<file path="config.mk">
export PLATFORM = sky130hd
export DESIGN_NAME = regfile_read_arbiter_flat
export DESIGN_NICKNAME = d
export VERILOG_FILES = /design/src/rtl/regfile_arb_pkg.sv /design/src/rtl/regfile_read_arbiter_if.sv /design/src/rtl/regfile_read_arbiter_rr_pick.sv /design/src/rtl/regfile_read_arbiter.sv /design/src/flat_wrapper.sv
export SDC_FILE = /design/constraint.sdc
export NUM_CORES = 1
export LEC_CHECK = 0
export CORE_ASPECT_RATIO = 0.9
export CORE_MARGIN = 3
export CORE_UTILIZATION = 41
export DETAILED_ROUTE_END_ITERATION = 8
export GPL_TIMING_DRIVEN = 0
export PLACE_DENSITY = 0.83
export SLEW_MARGIN = 20
export SYNTH_ARGS = -nofsm -noshare
export SYNTH_HDL_FRONTEND = slang
export SYNTH_SLANG_ARGS = --single-unit
</file>
<file path="constraint.sdc">
create_clock -name clk -period 4.3 [get_ports clk]
set_input_delay 1.075 -clock clk [delete_from_list [all_inputs] [get_ports clk]]
set_output_delay 1.075 -clock clk [all_outputs]
set_load 0.02 [all_outputs]
</file>
<file path="src/rtl/regfile_arb_pkg.sv">
// Shared constants for the register-file read arbiter: default geometry and the
// hard-wired zero register address.
package regfile_arb_pkg;

  localparam int DEF_NREQ = 4;
  localparam int DEF_AW   = 5;
  localparam int DEF_DW   = 32;

  // Register 0 reads as a constant, so a write to it must never be forwarded.
  localparam logic [DEF_AW-1:0] REG_ZERO = 5'd0;

  // Wrap an index that may have stepped at most one period past n.
  function automatic int unsigned rr_wrap(input int unsigned idx, input int unsigned n);
    return (idx >= n) ? (idx - n) : idx;
  endfunction

endpackage

</file>
<file path="src/rtl/regfile_read_arbiter_if.sv">
// Bundle between read clients, the external read mux, the writeback port and the
// arbiter. The slave modport is the arbiter's view; master is the surrounding pipeline.
interface regfile_read_arbiter_if #(
  parameter int NREQ = 4,
  parameter int AW   = 5,
  parameter int DW   = 32
);

  logic [NREQ-1:0]    req_valid;
  logic [NREQ*AW-1:0] req_addr;
  logic [NREQ-1:0]    req_ready;

  logic [AW-1:0]      mux_sel;
  logic [DW-1:0]      mux_data;

  logic               wr_en;
  logic [AW-1:0]      wr_addr;
  logic [DW-1:0]      wr_data;

  logic [NREQ-1:0]    rsp_valid;
  logic [DW-1:0]      rsp_data;

  modport slave (
    input  req_valid, req_addr, mux_data, wr_en, wr_addr, wr_data,
    output req_ready, mux_sel, rsp_valid, rsp_data
  );

  modport master (
    output req_valid, req_addr, mux_data, wr_en, wr_addr, wr_data,
    input  req_ready, mux_sel, rsp_valid, rsp_data
  );

endinterface

</file>
<file path="src/rtl/regfile_read_arbiter_rr_pick.sv">
// Combinational round-robin picker: scans from last_i+1 upward (wrapping) and
// returns the first asserted request as one-hot, encoded index and a found flag.
module rr_pick
  import regfile_arb_pkg::*;
#(
  parameter int NREQ = DEF_NREQ,
  parameter int IW   = 2
) (
  input  logic [NREQ-1:0] req_i,
  input  logic [IW-1:0]   last_i,
  output logic [NREQ-1:0] grant_o,
  output logic [IW-1:0]   idx_o,
  output logic            any_o
);

  int unsigned   cand;
  logic [IW-1:0] cand_idx;

  always_comb begin
    grant_o  = '0;
    idx_o    = '0;
    any_o    = 1'b0;
    cand     = 0;
    cand_idx = '0;
    for (int unsigned off = 1; off <= NREQ; off++) begin
      cand     = rr_wrap(32'(last_i) + off, NREQ);
      cand_idx = cand[IW-1:0];
      if (!any_o && req_i[cand_idx]) begin
        grant_o[cand_idx] = 1'b1;
        idx_o             = cand_idx;
        any_o             = 1'b1;
      end
    end
  end

endmodule

</file>
<file path="src/rtl/regfile_read_arbiter.sv">
// Two-stage read arbiter: stage A grants one requester and drives the mux select,
// stage B captures the mux output (or same-cycle writeback data) for that requester.
module regfile_read_arbiter
  import regfile_arb_pkg::*;
#(
  parameter int NREQ = DEF_NREQ,
  parameter int AW   = DEF_AW,
  parameter int DW   = DEF_DW
) (
  input logic                  clk,
  input logic                  rst,
  regfile_read_arbiter_if.slave bus
);

  localparam int IW = (NREQ > 1) ? $clog2(NREQ) : 1;

  logic [NREQ-1:0] grant;
  logic [IW-1:0]   win_idx;
  logic            any_grant;
  logic [AW-1:0]   addr_arr [NREQ];
  logic [AW-1:0]   win_addr;
  logic            fwd_hit;

  logic [AW-1:0]   mux_sel_q,   mux_sel_d;
  logic [IW-1:0]   own_q,       own_d;
  logic [IW-1:0]   last_q,      last_d;
  logic            a_vld_q,     a_vld_d;
  logic [NREQ-1:0] rsp_valid_q, rsp_valid_d;
  logic [DW-1:0]   rsp_data_q,  rsp_data_d;

  generate
    for (genvar gi = 0; gi < NREQ; gi++) begin : g_addr
      assign addr_arr[gi] = bus.req_addr[gi*AW +: AW];
    end
  endgenerate

  rr_pick #(
    .NREQ (NREQ),
    .IW   (IW)
  ) u_pick (
    .req_i   (bus.req_valid),
    .last_i  (last_q),
    .grant_o (grant),
    .idx_o   (win_idx),
    .any_o   (any_grant)
  );

  assign win_addr = addr_arr[win_idx];

  // Writes to the zero register are dropped by the file, so they must not forward.
  assign fwd_hit = bus.wr_en && (bus.wr_addr == mux_sel_q) && (mux_sel_q != AW'(REG_ZERO));

  always_comb begin
    mux_sel_d   = mux_sel_q;
    own_d       = own_q;
    last_d      = last_q;
    a_vld_d     = 1'b0;
    rsp_valid_d = '0;
    rsp_data_d  = rsp_data_q;

    if (any_grant) begin
      mux_sel_d = win_addr;
      own_d     = win_idx;
      last_d    = win_idx;
      a_vld_d   = 1'b1;
    end

    if (a_vld_q) begin
      rsp_valid_d = NREQ'(1) << own_q;
      rsp_data_d  = fwd_hit ? bus.wr_data : bus.mux_data;
    end
  end

  always_ff @(posedge clk or posedge rst) begin
    if (rst) begin
      mux_sel_q   <= '0;
      own_q       <= '0;
      last_q      <= IW'(NREQ - 1);
      a_vld_q     <= 1'b0;
      rsp_valid_q <= '0;
      rsp_data_q  <= '0;
    end else begin
      mux_sel_q   <= mux_sel_d;
      own_q       <= own_d;
      last_q      <= last_d;
      a_vld_q     <= a_vld_d;
      rsp_valid_q <= rsp_valid_d;
      rsp_data_q  <= rsp_data_d;
    end
  end

  assign bus.req_ready = grant;
  assign bus.mux_sel   = mux_sel_q;
  assign bus.rsp_valid = rsp_valid_q;
  assign bus.rsp_data  = rsp_data_q;

  a_grant_onehot : assert property (@(posedge clk) disable iff (rst) $onehot0(bus.req_ready));
  a_rsp_onehot   : assert property (@(posedge clk) disable iff (rst) $onehot0(bus.rsp_valid));

endmodule

</file>
<file path="src/flat_wrapper.sv">
// flat-port wrapper written by rule: the top's interface ports become plain ports
module regfile_read_arbiter_flat import regfile_arb_pkg::*;
#(
  parameter int NREQ = DEF_NREQ,
  parameter int AW   = DEF_AW,
  parameter int DW   = DEF_DW
)
  (clk, rst, bus_req_valid, bus_req_addr, bus_mux_data, bus_wr_en, bus_wr_addr, bus_wr_data, bus_req_ready, bus_mux_sel, bus_rsp_valid, bus_rsp_data);
  regfile_read_arbiter_if #(.NREQ(NREQ), .AW(AW), .DW(DW)) bus_i ();
  input logic clk;
  input logic rst;
  input wire logic [$bits(bus_i.req_valid)-1:0] bus_req_valid;
  input wire logic [$bits(bus_i.req_addr)-1:0] bus_req_addr;
  input wire logic [$bits(bus_i.mux_data)-1:0] bus_mux_data;
  input wire logic [$bits(bus_i.wr_en)-1:0] bus_wr_en;
  input wire logic [$bits(bus_i.wr_addr)-1:0] bus_wr_addr;
  input wire logic [$bits(bus_i.wr_data)-1:0] bus_wr_data;
  output wire logic [$bits(bus_i.req_ready)-1:0] bus_req_ready;
  output wire logic [$bits(bus_i.mux_sel)-1:0] bus_mux_sel;
  output wire logic [$bits(bus_i.rsp_valid)-1:0] bus_rsp_valid;
  output wire logic [$bits(bus_i.rsp_data)-1:0] bus_rsp_data;
  assign bus_i.req_valid = bus_req_valid;
  assign bus_i.req_addr = bus_req_addr;
  assign bus_i.mux_data = bus_mux_data;
  assign bus_i.wr_en = bus_wr_en;
  assign bus_i.wr_addr = bus_wr_addr;
  assign bus_i.wr_data = bus_wr_data;
  assign bus_req_ready = bus_i.req_ready;
  assign bus_mux_sel = bus_i.mux_sel;
  assign bus_rsp_valid = bus_i.rsp_valid;
  assign bus_rsp_data = bus_i.rsp_data;
  regfile_read_arbiter #(.NREQ(NREQ), .AW(AW), .DW(DW)) u_core (.clk(clk), .rst(rst), .bus(bus_i));
endmodule
</file>
### Word level (Yosys, flattened, before mapping)

Index checks and enable logic that the tools add are counted.

* output and inout bits: 45
* input port bits: 96
* register bits after elaboration: 46
* logic and storage cells: 84

* add/sub/neg operators: 8
* $lt $le $gt $ge: 13
* eq/ne operators: 1
* shifts and indexed selects: 1
* multiplexer cells: 38
* reductions and logical operators: 13
* bitwise gates (word level): 4

Operators by type and width (count)
* 32-bit 2-to-1 mux: 1
* 4-bit 2-to-1 mux: 5
* 2-bit 2-to-1 mux: 8
* 1-bit 2-to-1 mux: 13
* 3-bit greater-or-equal comparator (second input constant): 4
* 2-bit by 3-bit < comparator with 1-bit output (second input constant): 4
* 4-bit bitwise OR: 3
* 5-bit binary-select mux with 2-bit select: 1
* 5-bit 2-to-1 mux: 2
* 1-bit logical AND: 9
* 1-bit binary-select mux with 2-bit select: 4
* 1-bit demux with 2-bit select: 4
* 2-bit by 1-bit greater-or-equal comparator with 1-bit output (second input constant): 4
* 2-bit by 1-bit subtractor with 2-bit output (second input constant): 4
* 2-bit by 2-bit adder with 3-bit output (second input constant): 2
* 5-bit equality test: 1
* 5-bit nonzero test: 1
* 2-bit by 3-bit adder with 4-bit output (second input constant): 1
* 4-bit by 3-bit greater-or-equal comparator with 1-bit output (second input constant): 1
* 1-bit by 2-bit << shifter with 4-bit output (first input constant): 1
* 2-bit by 1-bit adder with 3-bit output (second input constant): 1
* 1-bit zero test: 3
* 2-bit inverter with 3-bit output: 1

### Depth between registers and ports, before layout

* depth in word-level cells: 19
* mapped depth: 12
* gate-level depth less buffers: 8

### Cells and area by module

From an unflattened synthesis, not the netlist that was laid out.

* cells, all modules: 327
* area total of the unflattened synthesis: 3054.2 µm²

Modules (own cells, without submodules)
* regfile_read_arbiter: instances 1, cells an instance 259, area an instance 2528.7 µm², seq. area each 1153.6 µm²
* rr_pick: instances 1, cells an instance 68, area an instance 525.5 µm², seq. area each 0.0 µm²

### Worst setup path before layout

No wires, ideal clock.

* kind: flip-flop to output port
* from: reg u_core.last_q[1]
* to: out bus_req_ready[0]
* data required time: 3.225 ns
* arrival: 2.587 ns
* stages on the path, launching flop included: 8
* setup slack: 0.638 ns
* buffers on the path: 3
* cells stage by stage: dfstp_2 > buf_2 > inv_1 > ha_1 > buf_2 > mux4_2 > clkbuf_1 > o21ai_0

* longest elaborated chain between the ends: 15
* elaborated cells between the ends (all ways): 60
* those cells by class: add/sub (8); order compare (12); mux (27); bitwise (3); reduce/logical (10)

Ends and longest elaborated chain
* start, declared: line regfile_read_arbiter.sv:26 `logic [IW-1:0] last_q, last_d;`
* start signal, assigned: line regfile_read_arbiter.sv:78 `last_q <= IW'(NREQ - 1);`
* start signal, assigned: line regfile_read_arbiter.sv:85 `last_q <= last_d;`
* branches (longest 14 deep; another with 2-bit by 1-bit adder with 3-bit output)
* 4-bit 2-to-1 mux *: line regfile_read_arbiter_rr_pick.sv:28 `if (!any_o && req_i[cand_idx]) begin`
* end, declared: line flat_wrapper.sv:18 `output wire logic [$bits(bus_i.req_ready)-1:0] bus_req_ready;`

Every way passes the cells marked *. The select of a mux whose other input is x is not followed.

### Worst setup path in the final report

* from: in bus_req_valid[1]
* to: out bus_req_ready[0]

* longest elaborated chain between the ends: 12
* elaborated cells between the ends (all ways): 24
* those cells by class: mux (15); bitwise (3); reduce/logical (6)

Ends and longest elaborated chain
* start, declared: line flat_wrapper.sv:12 `input wire logic [$bits(bus_i.req_valid)-1:0] bus_req_valid;`
* 1-bit binary-select mux with 2-bit select: line regfile_read_arbiter_rr_pick.sv:28
* 1-bit 2-to-1 mux (not written as such): line regfile_read_arbiter_rr_pick.sv:28
* 1-bit 2-to-1 mux: line regfile_read_arbiter_rr_pick.sv:28
* 1-bit zero test: line regfile_read_arbiter_rr_pick.sv:28
* 1-bit logical AND: line regfile_read_arbiter_rr_pick.sv:28
* 1-bit 2-to-1 mux: line regfile_read_arbiter_rr_pick.sv:28
* 1-bit zero test: line regfile_read_arbiter_rr_pick.sv:28
* 1-bit logical AND: line regfile_read_arbiter_rr_pick.sv:28
* 1-bit 2-to-1 mux: line regfile_read_arbiter_rr_pick.sv:28
* 1-bit zero test: line regfile_read_arbiter_rr_pick.sv:28
* 1-bit logical AND: line regfile_read_arbiter_rr_pick.sv:28
* 4-bit 2-to-1 mux *: line regfile_read_arbiter_rr_pick.sv:28

Every way passes the cells marked *; elsewhere a longest branch is shown, timed or not. The select of a mux whose other input is x is not followed.

==> impl_results.md <==
- Worst-path clk slew: 0.08 ns
- Met3 wire length: 868 um
- Max Slew Vio Count: 0
- Worst Setup SP: bus_req_valid[1]
- Critical path endpoint category: primary output
- Layout Cells excl Fill: 525
- Bufs on Longest Clock Path: 2
- WP data arrival: 3.12 ns
- Fmax: 238 MHz
- WS Path Type: in -> out
- Max layer used: met4
- Final HPWL DP: 7240 um
- First-pass GRT wire length: 14,300 um
- Mapped Avg Cell Area: 9.87 um^2
- N_diodes: 0
- Total Wirelength: 9010 um
- Final worst setup slack: 0.106 ns
- Endpoints failing setup: 0
- H-Tree Depth: 2
- Worst-margin pin slew: 0.741 ns
- Hold WC Path Type: reg -> reg
- Initial drt markers: 146
- Critical Path Fanout Max: 10
- Root buffer cell: clkbuf_8
- Gr ovfl total: 0
- Critical path's slowest cell: mux4_2
- # port buffers: 140
- Die area: 7840 um^2
- Most frequent cells in the layout: 135 x clkdlybuf4s50_1, 44 x dfrtp_1, 42 x mux2i_1
- Worst r2r src: u_core.last_q[1]$_DFFE_PP1P_
- Pre-antenna DRT Iters: 4
- Syn Nets: 387
- Hold Vio Cnt, Final: 0
- Tot GR Track Use: 0.225
- Die W: 93.0 um
- Clock Latency Late Sink: 0.30 ns
- Power density over cell area: 527 nW/um^2
- Max Cap Violations: 0
- CTS tree: yes
- WL met1: 3590 um
- Cell Rows: 27
- Hold Slack: 0.505 ns
- Setup TNS: 0 ns
- Placed cells: 511
- Asr flop ratio synth: 1.00
- Routed Antenna Nets: 0
- Minimum clock period: 4.19 ns
- Yosys warnings: 0
- Area growth syn-to-layout: 61.1%
- CP required: 3.22 ns
- Vias in the first global route: 2,803
- Most common cell after layout, fill and taps aside: clkdlybuf4s50_1
- Worst Skew: 0.0130 ns
- Main synth FF type: dfrtp_1
- Vias: 2,816
- Vias per cell: 5.36
- Met2 routed WL: 4480 um
- Status: completed
- Synth Cell Area: 2790 um^2
- Initial Util: 0.440
- Worst Path Buf+Inv: 3
- DRC viols: 0
- P_leak: 1.77 nW
- Peak supply drop: 463 uV
- Sequential share of the synthesized area: 0.413
- Max incr delay on CP: 0.54 ns
- Final design utilization: 0.708
- Core Region: 6350 um^2
- IO Count: 141
- GP Congestion: 0.841
- Slew headroom: 0.501
- Total CTS buffers: 5
- Register bit count reported by yosys: 46
- Yosys cell types: 49
- Hold Path Origin: u_core.own_q[1]$_DFFE_PP0P_
- CTS sink cnt: 46
- Initial antenna violation count: 0
- Delay-heaviest family, CP: buffers and inverters
- Final period util: 0.975
- Crit path cell chain: clkdlybuf4s50_1 > buf_2 > mux4_2 > nor3_2 > and2b_2 > a22oi_1 > o21ai_0 > clkdlybuf4s15_2
- Final net count: 541
- Number of synthesized flops with an enable pin: 0
- CP Launch Type: input pin
- Die Span Y: 84.3 um
- Layout cells sized above 1: 0.112
- Largest net degree at the start of global routing: 34
- Hold_buf cts: 0
- Routed WL per cell: 17.2 um
- Setup slack at placement: -0.314 ns
- Syn Inst Count: 283
-- Yosys cell counts (all sizes together), types with 3 or more instances --
cell type / number / area, um^2
xor2: 3 / 26.3
dfrtp: 44 / 1100
mux4: 3 / 67.6
a22oi: 8 / 60.1
nor2: 39 / 146
mux2i: 43 / 434
nor3: 6 / 35.0
nand2: 9 / 33.8
buf: 11 / 73.8
inv: 6 / 22.5
o21ai: 9 / 48.8
ha: 8 / 100
clkbuf: 10 / 37.5
a21boi: 4 / 30.0
a211oi: 8 / 65.1
a21oi: 36 / 180
-- area by class of cell --
class | instances | area (um^2)
well taps | 87 | 109
fillers | 513 | 1850
repair buffers | 147 | 1470
multi-input cells | 210 | 1510
clock inverters | 2 | 37.5
clock buffers | 6 | 72.6
flip-flops and latches | 46 | 1150
inverters | 6 | 26.3
plain buffers | 21 | 120
-- routing by layer --
layer  GRT usage  up-vias
li1            -     1326
met1       0.286     1347
met2       0.389      136
met3      0.0582        7
met4      0.0453        0
met5           0        -
-- power by group --
group          internal [W]  total (W)  switching [W]
Combinational      0.000714    0.00143       0.000719
Sequential         0.000539   0.000625      0.0000858
Clock              0.000173   0.000314       0.000140
Total               0.00143    0.00237       0.000945
-- sequential cells by signal (all words and copies together) (netlist names) --
name                  flops
u_core.bus.mux_sel        5
u_core.own_q              2
u_core.bus.rsp_data      32
u_core.last_q             2
u_core.a_vld_q            1
u_core.bus.rsp_valid      4
-- worst paths after layout --
check | end | slack, ns | cells after the start
max in group asynchronous | u_core.last_q[0]$_DFFE_PP1P_ | 2.69 | 3
worst min-delay path | u_core.bus.rsp_valid[1]$_DFF_PP0_ | 0.50 | 1
worst max-delay path | bus_req_ready[0] | 0.11 | 8
worst max register to register | u_core.bus.mux_sel[1]$_DFFE_PP0P_ | 0.84 | 11
min in group asynchronous | u_core.bus.rsp_data[5]$_DFFE_PP0P_ | 1.06 | 2
worst min register to register | u_core.bus.rsp_valid[1]$_DFF_PP0_ | 0.50 | 1
-- per-stage QoR --
stage	instance area (um^2)	total power (W)
floorplan	2790	0.00152
global placement	4300	0.00198
detailed placement	4320	0.00201
CTS	4450	0.00233
global route	4500	0.00253
finish	4500	0.00237
-- cell families (layout without fill, tap and decap cells) --
family	count (synthesis)	after routing	synth area share
simple gates	75	75	0.136
compound gates	75	75	0.167
buf+inv	27	182	0.0479
xor+xnor	4	4	0.0125
flops	46	46	0.413
fa+ha+maj	8	8	0.0358
mux	48	48	0.188
-- timing repair --
item | in CTS | in global routing
setup endpoints to repair | 4 | 4
buffers inserted | 1 | 5
gates resized for setup | 17 | 5
Power figures use the tool's default switching activity.
